--- src/rtl/bram_port_arbiter.sv ---
// Round-robin arbiter sharing one BRAM port among N_REQ single-word requesters.
// Read data returns to the issuing requester a fixed two cycles after its handshake.
module bram_port_arbiter #(
    parameter int unsigned N_REQ  = 4,
    parameter int unsigned AWIDTH = 12,
    parameter int unsigned DWIDTH = 16
) (
    input  logic                     clk,
    input  logic                     reset,
    input  logic [N_REQ-1:0]         req_valid,
    input  logic [N_REQ-1:0]         req_we,
    input  logic [N_REQ*AWIDTH-1:0]  req_addr,
    input  logic [N_REQ*DWIDTH-1:0]  req_wdata,
    output logic [N_REQ-1:0]         req_ready,
    output logic [N_REQ-1:0]         rsp_valid,
    output logic [DWIDTH-1:0]        rsp_rdata,
    output logic                     mem_ce,
    output logic                     mem_we,
    output logic [AWIDTH-1:0]        mem_addr,
    output logic [DWIDTH-1:0]        mem_d,
    input  logic [DWIDTH-1:0]        mem_q
);

    localparam int unsigned   IW       = (N_REQ > 1) ? $clog2(N_REQ) : 1;
    localparam logic [IW-1:0] LAST_IDX = IW'(N_REQ - 1);

    logic [IW-1:0]     last_grant_q, last_grant_d;
    logic [IW-1:0]     win_idx, scan_idx;
    logic              hs;

    logic              mem_ce_q, mem_we_q;
    logic [AWIDTH-1:0] mem_addr_q;
    logic [DWIDTH-1:0] mem_d_q;

    logic              s1_vld_q;
    logic [IW-1:0]     s1_id_q;
    logic [N_REQ-1:0]  rsp_valid_q;
    logic [DWIDTH-1:0] rdata_hold_q;

    // Rotating-priority scan starting just after the previous winner
    always_comb begin
        hs       = 1'b0;
        win_idx  = '0;
        scan_idx = '0;
        for (int unsigned k = 1; k <= N_REQ; k++) begin
            scan_idx = IW'((32'(last_grant_q) + k) % N_REQ);
            if (!hs && req_valid[scan_idx]) begin
                hs      = 1'b1;
                win_idx = scan_idx;
            end
        end
        req_ready    = hs ? (N_REQ'(1) << win_idx) : '0;
        last_grant_d = hs ? win_idx : last_grant_q;
    end

    always_ff @(posedge clk or posedge reset) begin
        if (reset) begin
            last_grant_q <= LAST_IDX;
            mem_ce_q     <= 1'b0;
            mem_we_q     <= 1'b0;
            mem_addr_q   <= '0;
            mem_d_q      <= '0;
            s1_vld_q     <= 1'b0;
            s1_id_q      <= '0;
            rsp_valid_q  <= '0;
            rdata_hold_q <= '0;
        end else begin
            last_grant_q <= last_grant_d;
            mem_ce_q     <= hs;
            if (hs) begin
                mem_we_q   <= req_we[win_idx];
                mem_addr_q <= req_addr[win_idx*AWIDTH +: AWIDTH];
                mem_d_q    <= req_wdata[win_idx*DWIDTH +: DWIDTH];
            end
            // Stage 1 tracks the read during its BRAM access; stage 2 is the response slot
            s1_vld_q    <= hs & ~req_we[win_idx];
            s1_id_q     <= win_idx;
            rsp_valid_q <= s1_vld_q ? (N_REQ'(1) << s1_id_q) : '0;
            if (|rsp_valid_q) begin
                rdata_hold_q <= mem_q;
            end
        end
    end

    assign mem_ce    = mem_ce_q;
    assign mem_we    = mem_we_q;
    assign mem_addr  = mem_addr_q;
    assign mem_d     = mem_d_q;
    assign rsp_valid = rsp_valid_q;
    // BRAM output is live during the response cycle; hold it afterwards
    assign rsp_rdata = (|rsp_valid_q) ? mem_q : rdata_hold_q;

endmodule

--- config.mk ---
export PLATFORM = sky130hd
export DESIGN_NAME = bram_port_arbiter
export DESIGN_NICKNAME = d
export VERILOG_FILES = /design/src/rtl/bram_port_arbiter.sv
export SDC_FILE = /design/constraint.sdc
export NUM_CORES = 1
export LEC_CHECK = 0
export BUFFER_PORTS_ARGS = -buffer_cell sky130_fd_sc_hd__buf_2
export CAP_MARGIN = 20
export CORE_AREA = 2 2 91 93
export CTS_BUF_LIST = sky130_fd_sc_hd__clkbuf_8
export CTS_CLUSTER_SIZE = 40
export DETAILED_ROUTE_END_ITERATION = 12
export DIE_AREA = 0 0 93 95
export GPL_TIMING_DRIVEN = 0
export PLACE_DENSITY = 0.84
export SLEW_MARGIN = 20
export SYNTH_ARGS = -nofsm -noshare
export SYNTH_HDL_FRONTEND = slang
export SYNTH_SLANG_ARGS = --single-unit
--- constraint.sdc ---
create_clock -name clk -period 2 [get_ports clk]
set_input_delay 0.3 -clock clk [delete_from_list [all_inputs] [get_ports clk]]
set_output_delay 0.3 -clock clk [all_outputs]
set_load 0.05 [all_outputs]
* Word-level counts from Yosys, hierarchy flattened
Index checks and enable logic that the tools add are counted.
** Operators by class
- Bitwise logic cells :: 2
- Reduce and logical (&&, ||, !) cells :: 7
- $mul :: 1
- $add $sub $neg :: 4
- Muxes and demuxes :: 21
- Magnitude comparators :: 5
- Shift-type cells :: 4
** Operators by type and width (count)
- indexed part select 64 x 7 -> 16 bit :: 1
- indexed part select 48 x 7 -> 12 bit :: 1
- 2-to-1 mux 16 bit :: 1
- less-than comparator 2 x 3 -> 1 bit, second input constant :: 5
- binary-select mux 1 bit (select 2 bit) :: 5
- 2-to-1 mux 1 bit :: 9
- 2-to-1 mux 2 bit :: 4
- 2-to-1 mux 4 bit :: 2
- << shifter 1 x 2 -> 4 bit, first input constant :: 2
- adder 2 x 1 -> 2 bit, second input constant :: 2
- adder 2 bit, second input constant :: 2
- multiplier 2 x 2 -> 4 bit, second input constant :: 1
- OR reduction 4 bit :: 1
- logical AND 1 bit :: 3
- logical NOT 1 bit :: 3
- AND 1 bit :: 1
- inverter 1 bit :: 1
** Storage, ports and cells
- Word-level logic and storage cells :: 53
- Flip-flop bits (word level) :: 55

* Logic depth before layout (Yosys ltp)
- Depth in word-level cells :: 17
- Gate-level depth with buffers :: 7

* Least setup slack after synthesis
No wires, ideal clock.
- Path type :: register to output
- From :: register rsp_valid_q[1] (netlist: rsp_valid[1])
- To :: output rsp_rdata[10]
- Stages on the path, launching flop included :: 4
- Data arrival time :: 1.900 ns
- Slack :: -0.200 ns
- Cells stage by stage :: dfrtp_1 nor4_4 buf_2 mux2_1
** Between the ends
- Word-level cells in the longest chain between the ends :: 2
** Ends and longest elaborated chain
- from (decl) :: line 37 : logic [N_REQ-1:0] rsp_valid_q;
- from (signal assigned) :: line 78 : rsp_valid_q <= s1_vld_q ? (N_REQ'(1) << s1_id_q) : '0;
- OR reduction 4 bit :: line 91 : assign rsp_rdata = (|rsp_valid_q) ? mem_q : rdata_hold_q;
- 2-to-1 mux 16 bit
- to (decl) :: line 16 : output logic [DWIDTH-1:0] rsp_rdata,
Every way passes these cells.

* Final worst setup path
- From :: register rsp_valid_q[1] (netlist: rsp_valid[1])
- To :: output rsp_rdata[7]
Same word-level chain as after synthesis.

==> qor.yml <==
grt:
  grt_pass1_wl_mm: 14.9
  grt_max_degree: 56
  grt_pass1_vias: 3104
  antenna_found_initial: 0
  track_usage_pct: 21.4
  overflow: 0
synthesis:
  synth_nets: 401
  syn_area_per_cell_um2: 11.5
  postSynthCellCount: 263
  netlist_top_cells_area: "dfrtp_1 (44%), a221oi_2 (9.9%), mux2i_1 (9.9%)"
  ys_top_cells_by_count: "dfrtp_1 (53), nor2_1 (32), mux2i_1 (30), o22ai_1 (29), a221oi_2 (20)"
  synth_top_area_share_pct: 43.7
  syn_area_um2: 3030
  post-synth-top-count-cell: "dfrtp_1"
  synth-edff-count: 0
  seq_area_frac_synth_pct: 45.5
  synthFlopType: "dfrtp_1"
  yosys_warnings: 0
  synthArstFlopShare_pct: 100
  synth_cell_type_count: 42
  ys_ff_latch: 55
  yosysTopAreaCell: "dfrtp_1"
placement:
  gp_congestion: 0.874
  port_buffers: 190
  pre_cts_slack_ps: -63.0
  dp_hpwl_mm: 7.07
  dpl.cell_count: 558
timing:
  slew_headroom_pct: 54.5
  max_freq_ghz: 0.477
  worst_slack_ps: -96.5
  rsz0062_at_grt: "yes"
  finalHoldViolCount: 0
  worstMarginPinSlew_ps: 683
  setup_violations: 16
  period_minus_slack_ps: 2100
  fin_crit_sh_pct: 105
  fin_skew_ps: 3.79
  setup_tns_ps: -1450
  maxSlewViolCount: 0
critical_path:
  critPathArrivalTime_ps: 1800
  worstPathCellList: "nor4_4 -> buf_4 -> buf_8 -> mux2_4 -> buf_8"
  critical-path-max-stage-delay_ps: 420
  worstSetupEndpointType: "output port"
  cpMostUsedCell: "buf_8"
  crit_required_ps: 1700
  worst-path-max-fanout: 5
  slowest_stage: "dfrtp_1"
  critPathLaunchType: "register"
  critical_path_class: "register to output port"
drt:
  ant_nets: 0
  drt-initial-drc-count: 86
  dr_total_vias: 3094
  drcViolationCount: 0
  drt-vias-per-instance: 5.24
  first_pass_iters: 4
  avgRoutedWirePerCell_um: 17.0
  totalWireLength_mm: 10.0
status:
  violations: "negative setup slack"
  status: "finished with violations"
cts:
  path_clk_slew_ps: 90
  clkLatencyLatePin_ps: 300
  cts_root_buf: "clkbuf_8"
  clockBufferDepth: 2
  htreeDepth: 2
  cts.sinks: 55
  cts_buffers: 5
  cts_tree: "built"
pwr:
  p_leak_nw: 2.40
  peakVddDrop_mv: 0.687
  power_mw: 8.71
  p_per_area_nw_per_um2: 1850
layout:
  num-nets-final: 623
  areaGrowthSynthToFinish_pct: 55.0
  drive_gt1_share_pct: 59.7
  utilization_pct: 59.3
  fillers: 681
  stdcell_count: 591
  antenna_cells: 0
floorplan:
  core_area_um2: 7930
  fp-row-count: 33
  die_w_um: 93
  die-area_um2: 8840
  start_util_pct: 38.3
  die_h_um: 95
  io_pins: 192
flow_run:
  max_cap_viol_count: 0
worst_hold_path:
  hp-class: "primary input to async pin"
==> what timing repair did <==
action                     CTS  global route
hold buffers                 0             0
setup endpoints to repair   19            31
cloned                       1             1
pin swaps                    2             3
setup buffers               16             7
resized for setup           73            16
==> kinds of logic (layout without fill, tap and decap cells) <==
| kind of cell | Yosys count | after routing | synth area share (%) |
|---|---|---|---|
| flops | 55 | 55 | 45.5 |
| buf+inv | 29 | 252 | 6.35 |
| compound gates | 83 | 83 | 24.2 |
| simple gates | 50 | 50 | 8.17 |
| mux | 46 | 46 | 15.8 |
==> power by group <==
| group | internal, mW | leakage, nW | switching (mW) |
|---|---|---|---|
| logic | 2.51 | 1.70 | 3.56 |
| clock network | 0.369 | 0.0556 | 0.358 |
| registers | 1.63 | 0.644 | 0.284 |
==> state kept, by name, indices dropped and copies added (netlist names) <==
register and flops:
s1_vld_q 1, mem_d 16, last_grant_q 2, s1_id_q 2, mem_we 1, rdata_hold_q 16, mem_addr 12, mem_ce 1
rsp_valid 4
==> path summary, 6_finish.rpt <==
kind | slack [ps] | end | cells past startpoint | startpoint
max | -100 | rsp_rdata[7] | 5 | rsp_valid[1]
min | 100 | rdata_hold_q[10] | 2 | reset
max reg2reg | 110 | mem_addr[5] | 6 | last_grant_q[1]
min reg2reg | 460 | rsp_valid[1] | 1 | s1_id_q[1]
max in group asynchronous | 1410 | rsp_valid[2] | 2 | reset
min in group clk | 260 | rdata_hold_q[2] | 2 | mem_q[2]
==> final cells by class <==
cell class                      instances  area, um^2  area share [%]
Multi-Input combinational cell        179        1530            32.4
Sequential cell                        55        1380            29.4
Timing Repair Buffer                  215        1330            28.3
Buffer                                 24         201            4.29
Tap cell                              105         131            2.79
Clock buffer                            5        68.8            1.46
Clock inverter                          3        41.3           0.878
Inverter                                5        21.3           0.452
==> worst max-delay path: cells and delay by family (launching register included) <==
family / cells / cell delay [ps]
multiplexers: 1 / 320
flip-flops: 1 / 420
AND/OR/NAND/NOR: 1 / 270
buffers and inverters: 3 / 470
==> layout by cell type (no fill, tap or decap), types with 2 or more instances in the layout <==
cell	synthesis	routed
buf_2	8	175
dfrtp_1	53	50
nor2_1	32	32
mux2i_1	30	30
o22ai_1	29	29
buf_4	2	26
buf_8	1	20
a221oi_2	20	20
mux2_4	0	16
o21ai_0	10	10
a221oi_1	9	9
buf_6	3	7
clkbuf_1	8	6
nand2_1	6	6
inv_1	5	5
clkbuf_8	0	5
dfrtp_2	0	3
and3b_1	2	2
a21oi_2	1	2
buf_12	2	2
o21ai_1	2	2
clkbuf_2	0	2
dfstp_2	2	2
==> stage by stage <==
| stage | instance area (um^2) | hold WS [ps] |
|---|---|---|
| after global placement | 4120 | 442 |
| after CTS | 4610 | 119 |
| after floorplan | 3040 | 428 |
| after global routing | 4700 | 147 |
| after detailed placement | 4120 | 450 |
| final | 4700 | 99.0 |
==> layer usage <==
layer / global-route usage (%) / share of wire, % / wire (um)
met1: 24.2 / 39 / 3900
met2: 40.7 / 53 / 5350
met3: 4.79 / 6.6 / 662
met4: 5.51 / 1.2 / 121
met5: 0 / 0 / 0
(Power assumes the default switching activity.)
